$ cat config.mk
export PLATFORM = sky130hd
export DESIGN_NAME = sgmii_an_rx
export DESIGN_NICKNAME = d
export VERILOG_FILES = /design/src/rtl/sgmii_an_rx.sv
export SDC_FILE = /design/constraint.sdc
export NUM_CORES = 1
export LEC_CHECK = 0
export ABC_CLOCK_PERIOD_IN_PS = 4770
export CELL_PAD_IN_SITES_DETAIL_PLACEMENT = 1
export CELL_PAD_IN_SITES_GLOBAL_PLACEMENT = 1
export CORE_MARGIN = 2
export CORE_UTILIZATION = 47
export CTS_CLUSTER_SIZE = 8
export DETAILED_ROUTE_END_ITERATION = 12
export PLACE_DENSITY = 0.81
export SKIP_LAST_GASP = 1
export SYNTH_ARGS = -nofsm -noshare
export SYNTH_HDL_FRONTEND = slang
export SYNTH_SLANG_ARGS = --single-unit
$ cat constraint.sdc
create_clock -name clock -period 4.77 [get_ports clock]
set_clock_uncertainty 0.15 [all_clocks]
set_input_delay 0.7155 -clock clock [delete_from_list [all_inputs] [get_ports clock]]
set_output_delay 0.7155 -clock clock [all_outputs]
set_load 0.005 [all_outputs]
$ cat src/rtl/sgmii_an_rx.sv
// SGMII receive-side auto-negotiation: parses /C/ and /I/ ordered sets from the
// decoded character stream, tracks ability/acknowledge/idle matches and runs the AN state machine.
module sgmii_an_rx #(
    parameter int MATCH_COUNT = 3,
    parameter int LINK_TIMER  = 1600
) (
    input  logic        clock,
    input  logic        reset,
    input  logic [7:0]  rx_data,
    input  logic        rx_is_k,
    input  logic        rx_valid,
    input  logic        rx_code_err,
    output logic [15:0] lp_config,
    output logic        ability_match,
    output logic        ack_match,
    output logic        an_complete,
    output logic        link_up,
    output logic [1:0]  speed,
    output logic        duplex,
    output logic        rx_config_active
);
    localparam int CW = $clog2(MATCH_COUNT + 1);
    localparam int TW = $clog2(LINK_TIMER + 1);
    localparam logic [CW-1:0] MC = CW'(MATCH_COUNT);

    typedef enum logic [1:0] {P_COMMA, P_SECOND, P_CFG_LO, P_CFG_HI} p_state_t;
    typedef enum logic [2:0] {
        AN_IDLE, AN_ABILITY, AN_ACK, AN_LINK_TIMER, AN_WAIT_IDLE, AN_COMPLETE
    } an_state_t;

    p_state_t        p_q, p_d;
    an_state_t       an_q, an_d;
    logic [7:0]      lo_q, lo_d;
    logic [15:0]     prev_q, prev_d;
    logic [15:0]     lp_q, lp_d;
    logic [CW-1:0]   abil_cnt_q, abil_cnt_d;
    logic [CW-1:0]   ack_cnt_q, ack_cnt_d;
    logic [CW-1:0]   idle_cnt_q, idle_cnt_d;
    logic [2:0]      hist_q, hist_d;
    logic [TW-1:0]   timer_q, timer_d;
    logic            an_complete_q, an_complete_d;

    logic            is_comma, cfg_done, idle_done, clr;
    logic            ability_m, ack_m, idle_m;
    logic [15:0]     word;

    // Bit 14 is the acknowledge bit and is excluded from ability comparisons.
    function automatic logic [15:0] strip_ack(input logic [15:0] w);
        return w & 16'hBFFF;
    endfunction

    function automatic logic [CW-1:0] sat_inc(input logic [CW-1:0] c);
        return (c == MC) ? c : c + 1'b1;
    endfunction

    assign ability_m = (abil_cnt_q == MC);
    assign ack_m     = ability_m && (ack_cnt_q == MC);
    assign idle_m    = (idle_cnt_q == MC);
    assign is_comma  = rx_is_k && (rx_data == 8'hBC);
    assign word      = {rx_data, lo_q};

    always_comb begin
        p_d        = p_q;
        lo_d       = lo_q;
        cfg_done   = 1'b0;
        idle_done  = 1'b0;
        clr        = 1'b0;
        if (rx_valid) begin
            if (rx_code_err) begin
                p_d = P_COMMA;
                clr = 1'b1;
            end else begin
                case (p_q)
                    P_COMMA:  if (is_comma) p_d = P_SECOND;
                    P_SECOND: begin
                        p_d = P_COMMA;
                        if (!rx_is_k && (rx_data == 8'hB5 || rx_data == 8'h42))
                            p_d = P_CFG_LO;
                        else if (!rx_is_k && (rx_data == 8'hC5 || rx_data == 8'h50))
                            idle_done = 1'b1;
                    end
                    P_CFG_LO: begin
                        if (rx_is_k) begin
                            clr = 1'b1;
                            p_d = is_comma ? P_SECOND : P_COMMA;
                        end else begin
                            lo_d = rx_data;
                            p_d  = P_CFG_HI;
                        end
                    end
                    default: begin
                        if (rx_is_k) begin
                            clr = 1'b1;
                            p_d = is_comma ? P_SECOND : P_COMMA;
                        end else begin
                            cfg_done = 1'b1;
                            p_d      = P_COMMA;
                        end
                    end
                endcase
            end
        end
    end

    always_comb begin
        prev_d     = prev_q;
        lp_d       = lp_q;
        abil_cnt_d = abil_cnt_q;
        ack_cnt_d  = ack_cnt_q;
        idle_cnt_d = idle_cnt_q;
        hist_d     = hist_q;
        an_d       = an_q;
        timer_d    = timer_q;
        if (clr) begin
            abil_cnt_d = '0;
            ack_cnt_d  = '0;
            idle_cnt_d = '0;
        end else if (cfg_done) begin
            prev_d     = word;
            abil_cnt_d = (strip_ack(word) == strip_ack(prev_q)) ? sat_inc(abil_cnt_q) : CW'(1);
            ack_cnt_d  = word[14] ? sat_inc(ack_cnt_q) : '0;
            idle_cnt_d = '0;
            hist_d     = {hist_q[1:0], 1'b1};
            if (abil_cnt_d == MC && abil_cnt_q != MC)
                lp_d = strip_ack(word);
        end else if (idle_done) begin
            idle_cnt_d = sat_inc(idle_cnt_q);
            hist_d     = {hist_q[1:0], 1'b0};
        end

        case (an_q)
            AN_IDLE:       if (ability_m && lp_q != 16'h0000) an_d = AN_ABILITY;
            AN_ABILITY:    if (ack_m) an_d = AN_ACK;
            AN_ACK: begin
                timer_d = TW'(LINK_TIMER - 1);
                an_d    = AN_LINK_TIMER;
            end
            AN_LINK_TIMER: begin
                if (timer_q == '0) an_d = AN_WAIT_IDLE;
                else               timer_d = timer_q - 1'b1;
            end
            AN_WAIT_IDLE:  if (idle_m) an_d = AN_COMPLETE;
            default:       ;
        endcase

        // Word-driven restarts override the normal progression.
        if (cfg_done) begin
            if (an_q != AN_IDLE && word == 16'h0000) begin
                an_d = AN_IDLE;
                lp_d = 16'h0000;
            end else if ((an_q == AN_LINK_TIMER || an_q == AN_WAIT_IDLE) &&
                         strip_ack(word) != lp_q) begin
                an_d = AN_IDLE;
            end else if (an_q == AN_COMPLETE) begin
                an_d = AN_IDLE;
            end
        end
        an_complete_d = (an_d == AN_COMPLETE);
    end

    always_ff @(posedge clock or posedge reset) begin
        if (reset) begin
            p_q           <= P_COMMA;
            an_q          <= AN_IDLE;
            lo_q          <= '0;
            prev_q        <= '0;
            lp_q          <= '0;
            abil_cnt_q    <= '0;
            ack_cnt_q     <= '0;
            idle_cnt_q    <= '0;
            hist_q        <= '0;
            timer_q       <= '0;
            an_complete_q <= 1'b0;
        end else begin
            p_q           <= p_d;
            an_q          <= an_d;
            lo_q          <= lo_d;
            prev_q        <= prev_d;
            lp_q          <= lp_d;
            abil_cnt_q    <= abil_cnt_d;
            ack_cnt_q     <= ack_cnt_d;
            idle_cnt_q    <= idle_cnt_d;
            hist_q        <= hist_d;
            timer_q       <= timer_d;
            an_complete_q <= an_complete_d;
        end
    end

    assign lp_config        = lp_q;
    assign ability_match    = ability_m;
    assign ack_match        = ack_m;
    assign an_complete      = an_complete_q;
    assign link_up          = an_complete_q & lp_q[15];
    assign speed            = lp_q[11:10];
    assign duplex           = lp_q[12];
    assign rx_config_active = |hist_q;
endmodule

==> metrics.yaml <==
status: "completed"
ys_async_sr_fraction_pct: 100.0
ys_types: 54
clock_power_share_pct: 45.0
setup_viol: 0
yosysMostFrequentCell: "dfrtp_1"
grt_max_degree: 44
diodes: 0
synth_area_leader_cell: "dfrtp_1"
ff2ff_path_depth: 4
syn-num-nets: 405
slew_viol_final: 0
hold_violations: 0
ir_drop_mv: 0.1523
worstPathCellList: "clkdlybuf4s50_1 > nor2_4 > nand4_4 > nor4b_4 > nand4b_4 > and3_1"
syn_inst: 388
routedWlPerCell_um: 18.26
holdBufCountCts: 0
min_path_cells: 2
io_pins: 37
crit_slowest_cell: "clkdlybuf4s50_1"
cts_setup_buffers: 0
core_area_mm2: 0.007331
dpl.hpwl_mm: 6.933
drc: 0
cellPowerDensity_mw_per_mm2: 261.1
worst_pin_slew_ns: 0.9278
portBuffers: 36
worstSetupEndpointType: "flop"
required_ns: 4.85
drive_above_1_share_pct: 7.143
clock_sinks: 65
wl_mm: 9.478
clk_latency_ns: 0.35
fin_crit_sh_pct: 63.16
max_slew_margin_pct: 38.06
die_h_um: 91.68
rr_endpoint: "lp_config[14]$_DFF_PP0_"
worst_setup_hold_path_clk_slew_ns: 0.07
synth-seq-cells: 65
synth_area_mm2: 0.003613
max-cap-violations: 0
p_total_uw: 1099
cts_tree: "done"
yosysSeqAreaShare_pct: 45.01
cts_buffers: 9
clk_path_buf_depth: 2
initial_core_util_pct: 49.29
vias_per_cell: 5.694
critPathKind: "input pin to flop"
cts_resized: 0
globalplace.congestion: 0.8296
hold_ws_ns: 0.3554
critPathMaxFanout: 37
grt_pass1_vias: 3161
synth_edf_count: 0
yosysTopAreaCellShare_pct: 45.01
clockRootBuffer: "clkbuf_8"
p_seq_share_pct: 50.1
htree_levels: 3
fin_crit_ns: 3.013
route.antenna.remaining_nets: 0
grt_pass1_wl_mm: 16.31
synth_area_leaders: "dfrtp_1, xnor2_1, nand2_1"
min_to: "hist_q[0]$_DFFE_PP0P_"
r2r_slack_ns: 2.29
setup-tns-final_ns: 0
r2r_start: "p_q[1]$_DFFE_PP0P_"
rsz0062_at_grt: "no"
yosys_warnings: 0
cp.arrival_ns: 3.10
start_kind: "input pin"
fp-row-count: 31
finalWorstSetupSlack_ns: 1.757
swShare_pct: 22.40
nets: 432
grt_overflow: 0
fp.dieW_um: 91.68
synth_common_cells: "dfrtp_1, nand2_1, o21ai_0, xnor2_1"
antenna_found_initial: 0
synth_flop_cell: "dfrtp_1"
hold_path.class: "flop to flop"
p_int_uw: 853.1
track_usage_pct: 24.71
min_from: "hist_q[0]$_DFFE_PP0P_"
switchingPower_uw: 246.3
drt-pass1-iter-count: 6
slowest_delay_ns: 0.51
max_freq_mhz: 331.9
drt-initial-drc-count: 136
combPwrFrac_pct: 4.9
synth.avg_cell_area_um2: 9.313
area_growth_pct: 16.52
dr_total_vias: 2955
p_leak_uw: 0.001924
post-place-ws_ns: 1.384
dieArea_mm2: 0.008405
-- cells in the final DEF, fill, tap and decap left out, drive strengths merged, types with 3 or more instances in the layout --
cell type | Yosys | final
a21oi | 15 | 15
mux2 | 3 | 3
o21ai | 34 | 34
xnor2 | 26 | 26
xor2 | 9 | 9
nand3 | 10 | 10
nor4 | 9 | 9
nand4 | 11 | 11
nor4b | 3 | 3
inv | 25 | 25
nand4b | 4 | 4
ha | 4 | 4
clkdlybuf4s50 | 0 | 36
a22oi | 3 | 3
clkbuf | 13 | 14
and2 | 4 | 4
nand2b | 3 | 3
nor3 | 7 | 7
dfrtp | 65 | 65
nand2 | 57 | 57
nor2 | 26 | 26
mux2i | 17 | 17
-- registers in the layout (all words and copies together), names as in the netlist --
signal       count
an_q             3
abil_cnt_q       2
ack_cnt_q        2
p_q              2
lp_config       16
prev_q          15
lo_q             8
an_complete      1
hist_q           3
idle_cnt_q       2
timer_q         11
-- cells by family (layout without fill, tap and decap cells) --
logic type	after synthesis	count (layout)	synth area share (%)
AO/OA/AOI/OAI	71	71	12.29
XOR/XNOR	35	35	8.484
adder cells (fa/ha/maj)	4	4	1.385
buffers and inverters	46	78	5.436
flip-flops	65	65	45.01
multiplexers	20	20	5.644
AND/OR/NAND/NOR	147	147	21.75
-- final cells by class --
cell class	instances	area [um2]
Sequential cell	65	1627
Timing Repair Buffer	37	367.9
Inverter	25	93.84
Tap cell	99	123.9
Clock buffer	14	172.7
Clock inverter	2	35.03
Multi-Input combinational cell	277	1790
Fill cell	857	3120
-- worst max-delay path, delay by kind of cell --
| kind | cells | cell delay, ns |
|---|---|---|
| and+or+nand+nor | 5 | 1.85 |
| buffers and inverters | 1 | 0.51 |
-- per-layer routing --
metal	up-vias	wire length [um]	track usage, %
li1	1395	-	-
met3	16	304	3.615
met2	57	4442	39.09
met4	0	210	9.722
met1	1487	4520	34.28
met5	-	0	0
-- worst max-delay path by stage --
stage / from / end / slack, ns / cells past startpoint
2_1_floorplan: reset / abil_cnt_q[0]$_DFFE_PP0P_ / 2.28 / 1
3_3_place_gp: rx_code_err / lp_config[14]$_DFF_PP0_ / 1.48 / 6
3_5_place_dp: rx_code_err / lp_config[14]$_DFF_PP0_ / 1.38 / 6
4_1_cts: rx_code_err / lp_config[14]$_DFF_PP0_ / 1.76 / 6
5_1_grt: rx_code_err / lp_config[14]$_DFF_PP0_ / 1.56 / 6
6_report: rx_code_err / lp_config[14]$_DFF_PP0_ / 1.76 / 6
-- through the flow --
step | util, % | instance area [um2] | std cells
finish | 57.43 | 4210 | 519
global route | 57.43 | 4210 | 519
CTS | 57.43 | 4210 | 519
detailed placement | 54.60 | 4003 | 503
global placement | 54.60 | 4003 | 503
floorplan | - | 3613 | 388
-- power by group through the flow --
stage,Clock (uW),Sequential (uW),Combinational (uW)
finish,495,551,53.7
global route,520,551,59.7
CTS,499,551,54.5
detailed placement,0,562,53.7
global placement,0,562,52.8
floorplan,0,562,29.8
Note: power is estimated with default switching activity, not from simulation.
